--- src/rtl/feed_sequencer.sv ---
// Feeder sequencer: waits for a timer expiry or a manual request, runs the
// dispensing motor until the requested portions are counted, lets the
// mechanism settle, then pulses a timer reload. If no sensor pulse arrives
// within the timeout, it latches a jam/empty fault.
// Optional feature macro: FEED_COUNT_EN (saturating completed-feed counter).
module feed_sequencer #(
  parameter logic [31:0] TIMEOUT_CYCLES = 32'd250_000_000,
  parameter logic [31:0] SETTLE_CYCLES  = 32'd50_000_000
) (
  input  logic       clk,
  input  logic       rst_n,
  input  logic       m_state,
  input  logic       timer_done,
  input  logic       manual_feed,
  input  logic       sensor_on,
  input  logic [2:0] porciones,
  input  logic       clear_fault,
  output logic       motor_on,
  output logic       timer_reload,
  output logic       busy,
  output logic       fault,
  output logic [2:0] portions_done,
  output logic [2:0] state_o,
  output logic [7:0] feed_count
);

  typedef enum logic [2:0] {
    IDLE     = 3'd0,
    ARMED    = 3'd1,
    DISPENSE = 3'd2,
    SETTLE   = 3'd3,
    RELOAD   = 3'd4,
    FAULT    = 3'd5
  } state_t;

  state_t      state;
  logic        sensor_q;
  logic        sensor_rise;
  logic [2:0]  target;
  logic [2:0]  next_portions;
  logic [31:0] cnt;
  logic        auto_feed;
  logic        start_req;
  logic        settle_done;

  assign sensor_rise   = sensor_on & ~sensor_q;
  assign next_portions = portions_done + 3'd1;
  assign settle_done   = (state == SETTLE) && (cnt == SETTLE_CYCLES - 32'd1);
  // A manual request always starts a feed from IDLE/ARMED; a timer expiry only
  // starts one while scheduled feeding is enabled.
  assign start_req     = ((state == IDLE) && manual_feed) ||
                         ((state == ARMED) && (manual_feed || (timer_done && m_state)));
  assign state_o       = state;

  // One-cycle delayed copy of the sensor level for rising-edge detection.
  always_ff @(posedge clk or negedge rst_n) begin
    if (!rst_n) sensor_q <= 1'b0;
    else        sensor_q <= sensor_on;
  end

  // Main sequencing FSM; outputs are registered alongside the state.
  always_ff @(posedge clk or negedge rst_n) begin
    if (!rst_n) begin
      state         <= IDLE;
      motor_on      <= 1'b0;
      timer_reload  <= 1'b0;
      busy          <= 1'b0;
      fault         <= 1'b0;
      portions_done <= 3'd0;
      target        <= 3'd0;
      cnt           <= 32'd0;
      auto_feed     <= 1'b0;
    end else begin
      timer_reload <= 1'b0;
      if (start_req) begin
        target        <= porciones;
        portions_done <= 3'd0;
        cnt           <= 32'd0;
        auto_feed     <= ~manual_feed;
        busy          <= 1'b1;
        if (porciones == 3'd0) begin
          state    <= SETTLE;
          motor_on <= 1'b0;
        end else begin
          state    <= DISPENSE;
          motor_on <= 1'b1;
        end
      end else begin
        case (state)
          IDLE: begin
            if (m_state) state <= ARMED;
          end
          ARMED: begin
            if (!m_state) state <= IDLE;
          end
          DISPENSE: begin
            if (auto_feed && !m_state) begin
              state    <= IDLE;
              motor_on <= 1'b0;
              busy     <= 1'b0;
            end else if (sensor_rise) begin
              portions_done <= next_portions;
              cnt           <= 32'd0;
              if (next_portions == target) begin
                state    <= SETTLE;
                motor_on <= 1'b0;
              end
            end else if (cnt == TIMEOUT_CYCLES - 32'd1) begin
              state    <= FAULT;
              motor_on <= 1'b0;
              busy     <= 1'b0;
              fault    <= 1'b1;
            end else begin
              cnt <= cnt + 32'd1;
            end
          end
          SETTLE: begin
            if (settle_done) begin
              state        <= RELOAD;
              busy         <= 1'b0;
              timer_reload <= 1'b1;
            end else begin
              cnt <= cnt + 32'd1;
            end
          end
          RELOAD: begin
            state <= m_state ? ARMED : IDLE;
          end
          FAULT: begin
            if (clear_fault) begin
              state <= IDLE;
              fault <= 1'b0;
            end
          end
          default: begin
            state    <= IDLE;
            motor_on <= 1'b0;
            busy     <= 1'b0;
            fault    <= 1'b0;
          end
        endcase
      end
    end
  end

`ifdef FEED_COUNT_EN
  // Completed-feed counter, bumped as the sequencer enters RELOAD, saturating.
  always_ff @(posedge clk or negedge rst_n) begin
    if (!rst_n)                              feed_count <= 8'd0;
    else if (settle_done && !start_req && feed_count != 8'hFF) feed_count <= feed_count + 8'd1;
  end
`else
  assign feed_count = 8'd0;
`endif

endmodule
--- config.mk ---
export PLATFORM = sky130hd
export DESIGN_NAME = feed_sequencer
export DESIGN_NICKNAME = d
export VERILOG_FILES = /design/src/rtl/feed_sequencer.sv
export SDC_FILE = /design/constraint.sdc
export NUM_CORES = 1
export LEC_CHECK = 0
export ABC_AREA = 1
export BUFFER_PORTS_ARGS = -buffer_cell sky130_fd_sc_hd__buf_2
export CAP_MARGIN = 20
export CORE_MARGIN = 2
export CORE_UTILIZATION = 60
export CTS_CLUSTER_DIAMETER = 80
export CTS_CLUSTER_SIZE = 8
export DETAILED_ROUTE_END_ITERATION = 12
export GPL_TIMING_DRIVEN = 0
export MAX_ROUTING_LAYER = met4
export PLACE_DENSITY = 0.81
export REMOVE_ABC_BUFFERS = 1
export SYNTH_ARGS = -nofsm -noshare
export SYNTH_HDL_FRONTEND = slang
export SYNTH_SLANG_ARGS = --single-unit
--- constraint.sdc ---
create_clock -name clk -period 3.1 [get_ports clk]
set_input_delay 0.155 -clock clk [delete_from_list [all_inputs] [get_ports clk]]
set_output_delay 0.155 -clock clk [all_outputs]
set_load 0.01 [all_outputs]
Yosys cells after proc, flatten, opt, wreduce, memory -nomap -nowiden
Cells that the tools add are included.
{ "word_totals": {"ff_bits": 47, "input_bits": 10, "out_inout_bits": 18, "word_cells": 107} }
{ "classes": {"add_sub_neg": 2, "n_eq_ne": 26, "mux": 42, "bitwise_logic": 5, "reduce_logical": 22} }
{ "op_table": {"columns": ["op", "count"], "rows": [
  ["$mux W32", 5],
  ["$pmux W32 S2", 1],
  ["$mux W3", 13],
  ["$add A32 B1 Y32 const B", 1],
  ["$eq A32 B26 Y1 const B", 1],
  ["$eq A32 B28 Y1 const B", 1],
  ["$mux W1", 19],
  ["$ne A3 B3 Y1 const B", 6],
  ["$pmux W3 S6", 1],
  ["$ne A4 B4 Y1 const B", 3],
  ["$reduce_and A6 Y1", 2],
  ["$ne A2 B2 Y1 const B", 5],
  ["$ne A5 B5 Y1 const B", 2],
  ["$reduce_and A4 Y1", 2],
  ["$reduce_or A4 Y1", 2],
  ["$eq A3 B2 Y1 const B", 2],
  ["$eq A3 B3 Y1 const B", 2],
  ["$logic_not A3 Y1", 2],
  ["$pmux W1 S3", 2],
  ["$reduce_and A3 Y1", 2],
  ["$logic_and A1 B1 Y1", 5],
  ["$reduce_or A5 Y1", 1],
  ["$ne A2 B1 Y1 const B", 2],
  ["$not A1 Y1", 4],
  ["other kinds (9)", 11]
]} }

Longest topological paths before layout
{ "depth": {"word_depth": 7, "ltp_mapped": 12, "ltp_nobuf": 12} }

Worst setup path before layout
No wires, ideal clock.
{ "synth_timing": {"kind": "flip-flop to flip-flop", "start": "register cnt[0]", "end": "register cnt[16]", "setup_ns": 0.117, "arrival_time_ns": 1.710, "t_required_ns": 2.983, "path_slack_ns": 1.273, "stages_incl_launch_ff": 12, "path_buffers": 1, "synth_period_minus_slack_ns": 1.827, "path_cell_list": "dfrtp_1 > ha_1 > inv_2 > nor2_8 > nand2_2 > nor2_4 > nand4_2 > nor2_2 > nor2_4 > buf_4 > nand2_1 > nand2_1"} }
{ "synth_via": {"elab_chain_cells": 6, "elab_cells_between_ends": 13, "cone_classes": "add/sub: 1; eq/ne: 4; mux: 6; reduce/logical: 2"} }
{ "synth_lines": {"columns": ["item", "line", "rtl"], "rows": [
  ["from (decl)", "41", "logic [31:0] cnt;"],
  ["from (signal assigned)", "114", "cnt <= cnt + 32'd1;"],
  ["from (signal assigned)", "123", "cnt <= cnt + 32'd1;"],
  ["$add A32 B1 Y32", "114, 123", null],
  ["$mux W32", "108", "end else if (cnt == TIMEOUT_CYCLES - 32'd1) begin"],
  ["$mux W32", "101", "end else if (sensor_rise) begin"],
  ["$mux W32", "97", "if (auto_feed && !m_state) begin"],
  ["$pmux W32 S2", "89", "case (state)"],
  ["$mux W32", "75", "if (start_req) begin"]
]} }
Parallel ways exist; a longest one is shown, timed or not. The select of a mux whose other input is x is not followed.
A chain may end at the register's enable or synchronous reset.

Worst setup path after layout
{ "layout_timing": {"start": "input sensor_on", "end": "register cnt[2]"} }
{ "layout_via": {"elab_chain_cells": 5, "elab_cells_between_ends": 7, "cone_classes": "eq/ne: 1; mux: 4; bitwise: 1; reduce/logical: 1"} }
{ "layout_lines": {"columns": ["item", "line", "rtl"], "rows": [
  ["from (decl)", "15", "input logic sensor_on,"],
  ["$and A1 B1 Y1 *", "46", "assign sensor_rise = sensor_on & ~sensor_q;"],
  ["$mux W32", "101", null],
  ["$mux W32", "97", null],
  ["$pmux W32 S2", "89", null],
  ["$mux W32", "75", null]
]} }
Every way passes the cells marked *; elsewhere a longest branch is shown, timed or not. The select of a mux whose other input is x is not followed.

==> results.yml <==
detailed_routing:
  dr.pass1.iters: 5
  via_per_inst: 5.359
  wirelength_mm: 9.296
  antenna_left: 0
  drt_iter0_markers: 327
  via_count: 3580
  wl_per_cell_um: 13.92
  drcViolationCount: 0
worst_setup_path:
  slowest_stage: "nor2_4"
  crit_type: "in2reg"
  cpMostUsedCell: "nand2_1"
  worst-endpoint-arrival_ns: 3.06
  startpoint_type: "input pin"
  cp_cell_sequence: "dlygate4sd3_1, buf_2, inv_1, nor2_1, inv_1, nand2_1, nor2_2, nor2_4, nand2_1, nand2_1"
  cp.required_ns: 3.34
  critPathMaxFanout: 33
  slowest_delay_ns: 0.59
  critPathCaptureType: "flop"
placement:
  dp_hpwl_mm: 6.846
  placed_cell_area_um2: 3681
  gp_congestion: 0.9686
  placed_cells: 657
  port_buffers: 19
synth:
  yosys.cell_types.count: 33
  yosysSeqAreaShare_pct: 32.71
  ys_warn_count: 0
  ys_seq_elements: 47
  synth_area_leaders: "dfrtp_1 (33%), nand2_1 (25%), nor2_1 (10%)"
  yosysMostFrequentCell: "nand2_1"
  synth_compound_area_share_pct: 9.603
  postSynthCellCount: 579
  yosys.area_share.xor_xnor_pct: 2.679
  synth_top_family_by_area: "simple AND/OR/NAND/NOR gates"
  synth_edf_count: 0
  async_reset_ff_share_pct: 100.0
  synth_common_cells: "nand2_1 (244), nor2_1 (99), dfrtp_1 (47)"
  yosys.area.top_type: "dfrtp_1"
  synth_flop_cell: "dfrtp_1"
  yosys.area_share.adder_pct: 0.6959
  synth_mux_area_share_pct: 0
  syn_area_um2: 3596
  synth_top_area_share_pct: 32.71
  synth_area_per_cell_um2: 6.211
  synth-simple-area-share_pct: 44.61
global_routing:
  grt_pass1_wl_mm: 15.46
  grt_pass1_vias: 3285
  overflow: 0
  track_usage_pct: 30.96
  antenna_found_initial: 0
  grt_max_degree: 48
sta:
  timing.final.crit_period_ns: 2.813
  finClkSkew_ns: 0.007923
  slew_headroom_pct: 33.79
  max_slew.worst_pin.slew_ns: 0.9921
  final-hold-violation-count: 0
  grt_setup_unrepaired: "false"
  slew_violations: 0
  setup_viol: 0
  fmax_mhz: 355.5
  whs_ns: 0.06562
  min_period_over_period_pct: 90.73
cts:
  cts_tree: "built"
  path_clk_slew_ns: 0.09
  clock-sinks: 47
  insertion_delay_ns: 0.31
  h-tree-depth: 2
  clock_path_buffers: 2
  clockRootBuffer: "clkbuf_8"
  cts_buffers: 5
  postCtsSetupRepairBufs: 0
finish:
  drive_above_1_share_pct: 9.106
  fin_area_um2: 3839
  final_nets: 604
  final_util_pct: 65.61
  seq_area_um2: 1176
  area_growth_pct: 6.750
  antenna_cells: 0
  stdcell_count: 668
  multi_input_area_um2: 2103
  fill_cells: 535
power_and_ir_drop:
  p_leak_nw: 1.886
  totalPowerFinal_mw: 2.220
  ir_drop_mv: 0.6218
  powerDensity_nw_per_um2: 578.4
status:
  status: "completed"
floorplanning:
  dieArea_um2: 6628
  die_w_um: 81.42
  start_util_pct: 61.46
  pin_count: 28
  core_area_um2: 5851
  row_count: 28
  dieHeight_um: 81.42
job:
  maxCapViolations: 0
hold_path:
  hold_path.class: "in2reg"
-- metal layers --
layer / up-vias / routed length, um / track usage, %
met4: 0 / 131 / 8.305
met5: - / 0 / -
li1: 1818 / - / -
met3: 12 / 556 / 5.165
met1: 1647 / 4362 / 43.43
met2: 103 / 4247 / 46.56
-- logic make-up after synthesis --
family | count (synthesis)
DFF | 47
AOI/OAI and AO/OA | 51
xor gates and xnor gates | 11
buffers and inverters | 74
and+or+nand+nor | 393
adders and majority gates | 2
other | 1
-- final cells by class --
class                      instances  area share, %
sequential                        47          30.64
timing repair buffer              23          4.237
multi-input combinational        465          54.79
tap                               75          2.445
clock inverter                     3          1.206
clock buffer                       5          1.793
inverter                          50          4.889
-- repair_timing --
action	4_1_cts	5_1_grt
endpoints found under the setup margin	0	5
endpoints found under the hold margin	1	20
hold buffers	1	1
resized for setup	0	1
-- state kept, by name (all words and copies together) (netlist names) --
name,cells
sensor_q,1
timer_reload,1
auto_feed,1
target,3
state_o,3
cnt,32
portions_done,3
motor_on,1
busy,1
fault,1
-- report_power, final --
part / internal (mW) / switching (mW) / total (mW)
sequential: 0.698 / 0.0912 / 0.789
combinational: 0.262 / 0.695 / 0.957
clock: 0.243 / 0.231 / 0.474
total: 1.20 / 1.02 / 2.22
-- worst max-delay path: cells and delay by family --
kind / cells / cell delay [ns]
buffers and inverters: 4 / 1.22
AND/OR/NAND/NOR: 6 / 1.66
-- placed cells by master (no fill, tap or decap) --
cell	n
a211oi_1	4
a21oi_1	6
buf_12	1
buf_16	1
buf_2	19
bufinv_16	1
clkbuf_8	5
clkinvlp_4	1
conb_1	8
dfrtp_1	47
dlygate4sd3_1	2
ha_1	2
inv_1	44
inv_2	6
inv_6	1
nand2_1	243
nand2_2	4
nand3_1	29
nand3_2	1
nand4_1	3
nand4_2	1
nor2_1	99
nor2_2	3
nor2_4	2
nor2_8	1
nor3_1	1
nor3_2	2
o211ai_1	23
o21a_1	2
o21ai_0	13
o21ai_4	1
o22a_1	1
o31ai_1	1
or2_2	4
xnor2_1	4
xor2_1	7
-- path summary, 6_finish.rpt --
kind	start	end	slack, ns	depth (start not counted)
min in group asynchronous	rst_n	cnt[24]	0.34	2
min reg2reg	busy	busy	0.48	2
max reg2reg	sensor_q	cnt[2]	0.40	7
min	porciones[2]	target[2]	0.07	3
max in group asynchronous	rst_n	cnt[27]	2.24	3
max	sensor_on	cnt[2]	0.29	10
-- metrics by stage --
stage | setup slack, ns | TNS, ns
after CTS | 0.2586 | 0
after global placement | -0.1219 | -3.451
after detailed placement | 0.2749 | 0
after floorplan | 0.6795 | 0
final | 0.2872 | 0
after global routing | 0.06949 | 0
No activity file was read; power rests on OpenSTA's default activity.
